===== src/rtl/d_register_pipe.sv =====
// d_register_pipe: valid-tagged pipeline of WIDTH-bit D registers, DEPTH
// stages deep, with a global advance enable and a registered occupancy count
// of the stages currently holding valid data.
//
// Optional feature: define D_REG_PIPE_FLUSH_EN to add a `flush` input that
// clears every valid tag (and the occupancy count) on the next rising edge,
// with priority over `en`. Data registers are never touched by a flush.
module d_register_pipe #(
  parameter int unsigned             WIDTH       = 8,
  parameter int unsigned             DEPTH       = 4,
  parameter logic [WIDTH-1:0]        RESET_VALUE = '0
) (
  input  logic                          clock,
  input  logic                          reset_n,
  input  logic                          en,
`ifdef D_REG_PIPE_FLUSH_EN
  input  logic                          flush,
`endif
  input  logic                          d_valid,
  input  logic [WIDTH-1:0]              d,
  output logic [WIDTH-1:0]              q,
  output logic [WIDTH-1:0]              q_bar,
  output logic                          q_valid,
  output logic [$clog2(DEPTH+1)-1:0]    occupancy
);

  localparam int unsigned OCC_W = $clog2(DEPTH + 1);

  logic [WIDTH-1:0] data_q [DEPTH];
  logic [DEPTH-1:0] valid_q, valid_d;
  logic [OCC_W-1:0] occ_q, occ_d;
  logic             flush_w;

`ifdef D_REG_PIPE_FLUSH_EN
  assign flush_w = flush;
`else
  // Without the feature the pipe behaves exactly as if flush were tied low.
  assign flush_w = 1'b0;
`endif

  // Data stages: shift on every enabled edge, regardless of the valid tag.
  always_ff @(posedge clock or negedge reset_n) begin
    if (!reset_n) begin
      // NOTE: the data array is reset on purpose: the last stage drives q
      // directly, and q must show RESET_VALUE as soon as reset asserts.
      for (int i = 0; i < DEPTH; i++) data_q[i] <= RESET_VALUE;
    end else if (en && !flush_w) begin
      // NOTE: non-blocking assignments let every stage take its neighbour's
      // old value in the same edge; blocking ones would collapse the shift.
      data_q[0] <= d;
      for (int i = 1; i < DEPTH; i++) data_q[i] <= data_q[i-1];
    end
  end

  // Next state of valid tags and occupancy; flush wins over en.
  always_comb begin
    // NOTE: defaults first, so every path assigns both signals (no latches).
    valid_d = valid_q;
    occ_d   = occ_q;
    if (flush_w) begin
      valid_d = '0;
      occ_d   = '0;
    end else if (en) begin
      valid_d[0] = d_valid;
      for (int i = 1; i < DEPTH; i++) valid_d[i] = valid_q[i-1];
      // Entry and exit in the same edge cancel; the count tracks the tag
      // popcount, so it can neither exceed DEPTH nor underflow.
      occ_d = occ_q + OCC_W'(d_valid) - OCC_W'(valid_q[DEPTH-1]);
    end
  end

  // Valid-tag and occupancy registers.
  always_ff @(posedge clock or negedge reset_n) begin
    if (!reset_n) begin
      valid_q <= '0;
      occ_q   <= '0;
    end else begin
      valid_q <= valid_d;
      occ_q   <= occ_d;
    end
  end

  // Outputs come straight from last-stage registers: no path from d to q.
  assign q         = data_q[DEPTH-1];
  assign q_bar     = ~data_q[DEPTH-1];
  assign q_valid   = valid_q[DEPTH-1];
  assign occupancy = occ_q;

endmodule

===== config.mk =====
export PLATFORM = sky130hd
export DESIGN_NAME = d_register_pipe
export DESIGN_NICKNAME = d
export VERILOG_FILES = /design/src/rtl/d_register_pipe.sv
export SDC_FILE = /design/constraint.sdc
export NUM_CORES = 1
export LEC_CHECK = 0
export CAP_MARGIN = 0
export CORE_UTILIZATION = 54
export CTS_CLUSTER_SIZE = 30
export DETAILED_ROUTE_END_ITERATION = 7
export GPL_TIMING_DRIVEN = 1
export PLACE_DENSITY = 0.83
export SETUP_SLACK_MARGIN = 0.5
export SLEW_MARGIN = 5
export SYNTH_ARGS = -nofsm -noshare
export SYNTH_HDL_FRONTEND = slang
export SYNTH_SLANG_ARGS = --single-unit

===== constraint.sdc =====
create_clock -name clock -period 4.28 [get_ports clock]
set_input_delay 0.642 -clock clock [delete_from_list [all_inputs] [get_ports clock]]
set_output_delay 0.642 -clock clock [all_outputs]
set_load 0.02 [all_outputs]

==> metrics <==
largest net degree at the start of global routing=49; met1 WL=1010 um; period utilization=48.2%; TritonCTS clock tree=built; Slew HR=42.9%; Pleak=0.873 nW; Setup Buffers After CTS=0; sequential area share after synthesis=60.8%; DRC violation count after routing=0; first-pass GRT wire length=4040 um; layout cells sized above 1=27.3%; Clock Skew=0.0125 ns; Final nets=157; Worst R2R Path Depth=8; placed insts=166; Critical Setup Path Class=flip-flop to primary output; Layout fillers=210; CP required=3.64 ns; Syn Inst Count=117; Ports=32; clk_lat worst skew=0.33 ns; Area Growth Syn to Fin=21.1%; Die Ht=56.5 um; post-route ant nets=0; initial antenna violation count=0; cts bufs inserted=5; synthesized cell area=1600 um^2; Setup TNS Final=0 ns; Root Driver=clkbuf_4; worst endpoint data arrival time=1.42 ns; detailed-route via count=876; WL met2=1060 um; CTS Hold Bufs=0; post-synth top area cell=dfrtp_1; die width=56.5 um; pre-CTS WS=2.02 ns; post-route insts no fill=174; Yosys top cell area share=60.8%; Crit Path Max Fanout=2; mean post-synth cell area=13.7 um^2; Via-to-Cell Ratio=5.03; starting DRC count in detailed routing=15; status=completed; final hold violation count=0; leading cell type in the layout, fill and taps excluded=dfrtp_1; Max Cap Viol=0; final setup margin=2.22 ns; CORE AREA=2780 um^2; Clock Path Buffers=2; Resize count post-CTS=0; Std-Cell Rows=19; H-tree levels=2; reg2reg setup slack=2.44 ns; Synth cell types=14; post-detail-place hpwl=1510 um; initial core utilization=57.7%; PwrDens=556 nW/um^2; drt wl/cell=12.7 um; post-route minimum period=2.06 ns; Syn Nets=132; total global routing overflow=0; highest metal used=met4; routability cong.=0.711; RR Endpoint=occupancy[2]$_DFFE_PN0P_; PortBufs=31; Synth Warn #=0; met3 WL post-DR=126 um; Sink Count=39; crit path capture type=primary output; Clock Pin Slew Worst Setup and Hold Paths=0.12 ns; ANT cells=0; Power Total=1.08 mW; RSZ-0062 raised after global routing=no; Slew Limit Fails=0; Final setup viols=0; Pre-antenna DRT Iters=4; CP startpoint kind=flip-flop; most frequent cells in the layout=dfrtp_1, clkdlybuf4s50_1, mux2_2, inv_1; fmax=484 MHz; Hold Path Class=primary input to async pin; gr usage total=16.5%; Worst Tran Pin Value=0.857 ns; Max IR drop VDD=0.000470 V; synthesized flop and latch total=39; synth top area cells=dfrtp_1, mux2_2, buf_4, o21ai_0, inv_1; DIE AREA=3190 um^2; RR Startpoint=valid_q[3]$_DFFE_PN0P_; register area=976 um^2; Util after Layout=69.8%; number of global-route vias before repair=931; multi-input logic area=480 um^2; final WL=2200 um
## cells in the mapped netlist (all sizes together)
| cell | number |
|---|---|
| xnor2 | 1 |
| xor2 | 1 |
| mux2i | 1 |
| fa | 1 |
| dfrtp | 39 |
| ha | 2 |
| o21ai | 9 |
| nand2 | 10 |
| mux2 | 28 |
| inv | 12 |
| buf | 13 |
## metal layers
metal	vias to the layer above	GRT usage, %
met1	425	20.8
li1	426	-
met4	0	6.97
met3	2	5.30
met5	-	0
met2	23	26.4
## kinds of logic (layout without fill, tap and decap cells)
logic type,Yosys count,in the layout,synth area share (%)
DFF,39,39,60.8
adders and majority gates,3,3,2.81
buffers and inverters,25,51,9.20
xor gates and xnor gates,2,2,1.56
muxes,29,29,20.3
and+or+nand+nor,10,10,2.50
AOI/OAI and AO/OA,9,9,2.81
## registers in the layout, indices dropped and copies added, names as in the netlist
register	flops
occupancy	3
q	8
valid_q	4
data_q	24
## worst max-delay path, stage by stage, from the launching register on
cell and delay, ns:
dfrtp_1 0.40, inv_1 0.08, clkdlybuf4s50_1 0.60
## cell type report
class,instances,share of cell area [%]
repair buffers,31,15.5
inverters,12,2.32
clock inverters,2,3.09
multi-input cells,53,24.7
flip-flops and latches,39,50.3
well taps,31,2.00
clock buffers,6,2.13
## worst max path at each step
stage	slack, ns	to	cells past startpoint	startpoint
floorplan	2.43	occupancy[2]$_DFFE_PN0P_	9	occupancy[0]$_DFFE_PN0P_
detailed placement	2.02	occupancy[2]$_DFFE_PN0P_	7	d_valid
global route	2.14	q_bar[5]	2	q[5]$_DFFE_PN0P_
finish	2.22	q_bar[2]	2	q[2]$_DFFE_PN0P_
global placement	2.06	occupancy[2]$_DFFE_PN0P_	7	d_valid
CTS	2.20	q_bar[2]	2	q[2]$_DFFE_PN0P_
## power breakdown
part | internal [mW] | switching, mW | leakage [nW]
Sequential | 0.437 | 0.0421 | 0.462
Clock | 0.182 | 0.114 | 0.0525
Combinational | 0.162 | 0.143 | 0.358
## per-stage QoR
stage | area, um^2 | hold slack [ns]
global placement | 1840 | 0.463
floorplan | 1600 | 0.346
CTS | 1940 | 0.413
finish | 1940 | 0.396
detailed placement | 1840 | 0.470
global route | 1940 | 0.446
(Power assumes the default switching activity.)
==> variant, RTL diff (same flow settings) <==
`WIDTH`: 8 -> 6.
--- a/src/rtl/d_register_pipe.sv
+++ b/src/rtl/d_register_pipe.sv
@@ -7,5 +7,5 @@
 // with priority over `en`. Data registers are never touched by a flush.
 module d_register_pipe #(
-  parameter int unsigned             WIDTH       = 8,
+  parameter int unsigned             WIDTH       = 6,
   parameter int unsigned             DEPTH       = 4,
   parameter logic [WIDTH-1:0]        RESET_VALUE = '0
Ports: changed (resized d, q and q_bar); port bits go from 32 to 26. No check against the original RTL was run, so the function may have changed too.
==> variant against the unedited design <==
  * Area after synthesis shrank 20%
  * Worst setup slack improved by 38 ps
  * Combinational power down 15%
  * Sequential cell count shrank 8
  * Wire length shrank 21%
  * Via count shrank 19%
  * Die area shrank 19%
  * Hold slack improved by 77 ps
  * Clock power decreased by 22%
  * Total power decreased by 19%
  * Synthesized cell count is 20% lower
  * Final area decreased by 18%
==> variant: results (changes against the unedited design) <==
- The wire length after detailed routing is 1750 um (was 2200 um).
- The count of input and output buffers is 25 (was 31).
- The number of resized instances in the post-cts repair step came to 0 (unchanged).
- The internal reg-to-reg setup slack is 2510 ps (was 2440 ps).
- Run status: finished clean (unchanged).
- The synthesis-to-layout area growth is 23.9% (was 21.1%).
- The maximum number of pins on one net before global-route repair is 32 (was 49).
- The clock-pin slew on the worst setup and hold paths is 90 ps (was 120 ps).
- The end of the critical path was q_bar[4] (was q_bar[2]).
- The synthesized netlist net count came to 107 (was 132).
- The final estimated routing congestion in global placement was 0.762 (was 0.711).
- The via count of the first global-routing pass came to 691 (was 931).
- The standby leakage power is 0.731 nW (was 0.873 nW).
- The total global routing track utilization came to 0.163 (was 0.165).
- The number of flip-flops under the largest register name is 18 (was 24).
- The half-perimeter wire length after detailed placement is 1210 um (was 1510 um).
- The number of buffers inserted during clock tree synthesis was 5 (unchanged).
- Synth area leaders: sky130_fd_sc_hd__dfrtp_1 60%, sky130_fd_sc_hd__mux2_2 16%, sky130_fd_sc_hd__mux2_4 4.7% (was sky130_fd_sc_hd__dfrtp_1 61%, sky130_fd_sc_hd__mux2_2 20%, sky130_fd_sc_hd__buf_4 4.7%).
- The routed length per instance was 11.9 um (was 12.7 um).
- The number of violations reported at the end of detailed-routing iteration 0 came to 11 (was 15).
- The worst endpoint data arrival time came to 1380 ps (was 1420 ps).
- Most frequent cells after synthesis: 31 x sky130_fd_sc_hd__dfrtp_1, 18 x sky130_fd_sc_hd__mux2_2, 10 x sky130_fd_sc_hd__inv_1 (was 39 x sky130_fd_sc_hd__dfrtp_1, 28 x sky130_fd_sc_hd__mux2_2, 12 x sky130_fd_sc_hd__inv_1).
- The via density per instance is 4.85 (was 5.03).
- The worst setup slack after placement came to 2040 ps (was 2020 ps).
- The iteration count of the initial detailed-routing pass is 2 (was 4).
- The post-route clock skew came to 5.44 ps (was 12.5 ps).
- The proportion of synthesized chip area in sequential cells is 0.601 (was 0.608).
- The synthesized netlist cell count was 94 (was 117).
- The layout filler cell count is 158 (was 210).
- The maximum clock frequency is 493 MHz (was 484 MHz).
- The instance area after placement is 1510 um2 (was 1840 um2).
- The final net count was 131 (was 157).
- The layout cell share with drive strength beyond 1 was 0.269 (was 0.273).
- The path category of the worst min-delay check was reg -> reg (was in -> async).
- The distinct cell type count of the synthesized netlist was 14 (unchanged).
- The launching instance or port of the critical path is q[4] (was q[2]).
- The transition time at the pin with the least slew margin is 378 ps (was 857 ps).
- The maximum vdd ir drop is 0.439 mV (was 0.470 mV).
==> variant: changes by cell type after synthesis, sizes merged <==
| cell | delta |
|---|---|
| buf | -3 |
| dfrtp | -8 |
| inv | -2 |
| mux2 | -6 |
| nand2 | -2 |
| o21ai | -2 |
==> variant: area by class of cell <==
| class | instances | area share |
|---|---|---|
| flip-flops and latches | 31 | 0.485 |
| multi-input cells | 43 | 0.250 |
| repair buffers | 27 | 0.166 |
| clock buffers | 6 | 0.0321 |
| inverters | 10 | 0.0235 |
| clock inverters | 2 | 0.0219 |
| well taps | 28 | 0.0219 |
==> variant: cell families after synthesis <==
group                      count (synthesis)  synth area share
and+or+nand+nor                            8            0.0233
adders and majority gates                  3            0.0349
DFF                                       31             0.601
AOI/OAI and AO/OA                          7            0.0271
muxes                                     23             0.211
xor gates and xnor gates                   2            0.0136
buffers and inverters                     20            0.0891
==> variant: power breakdown <==
group / leakage, nW / internal (W) / switching [W]
Sequential: 0.367 / 0.000350 / 0.0000347
Combinational: 0.316 / 0.000138 / 0.000121
Clock: 0.0482 / 0.000138 / 0.0000937
Total: 0.731 / 0.000626 / 0.000249
==> variant: per-layer routing <==
metal / share of wire / vias up / track usage
met1: 0.45 / 345 / 0.205
met4: 0.0080 / 0 / 0.111
met2: 0.49 / 17 / 0.237
li1: - / 349 / -
met5: 0 / - / 0
met3: 0.046 / 2 / 0.0536
==> variant: how the worst min path moves through the flow <==
stage | from | end | cells past startpoint | slack (ps)
after CTS | occupancy[2] | occupancy[2] | 1 | 480
after global routing | occupancy[2] | occupancy[2] | 1 | 490
after floorplan | reset_n | data_q[10] | 0 | 350
after detailed placement | occupancy[2] | occupancy[2] | 1 | 460
final | occupancy[2] | occupancy[2] | 1 | 470
after global placement | occupancy[2] | occupancy[2] | 1 | 460
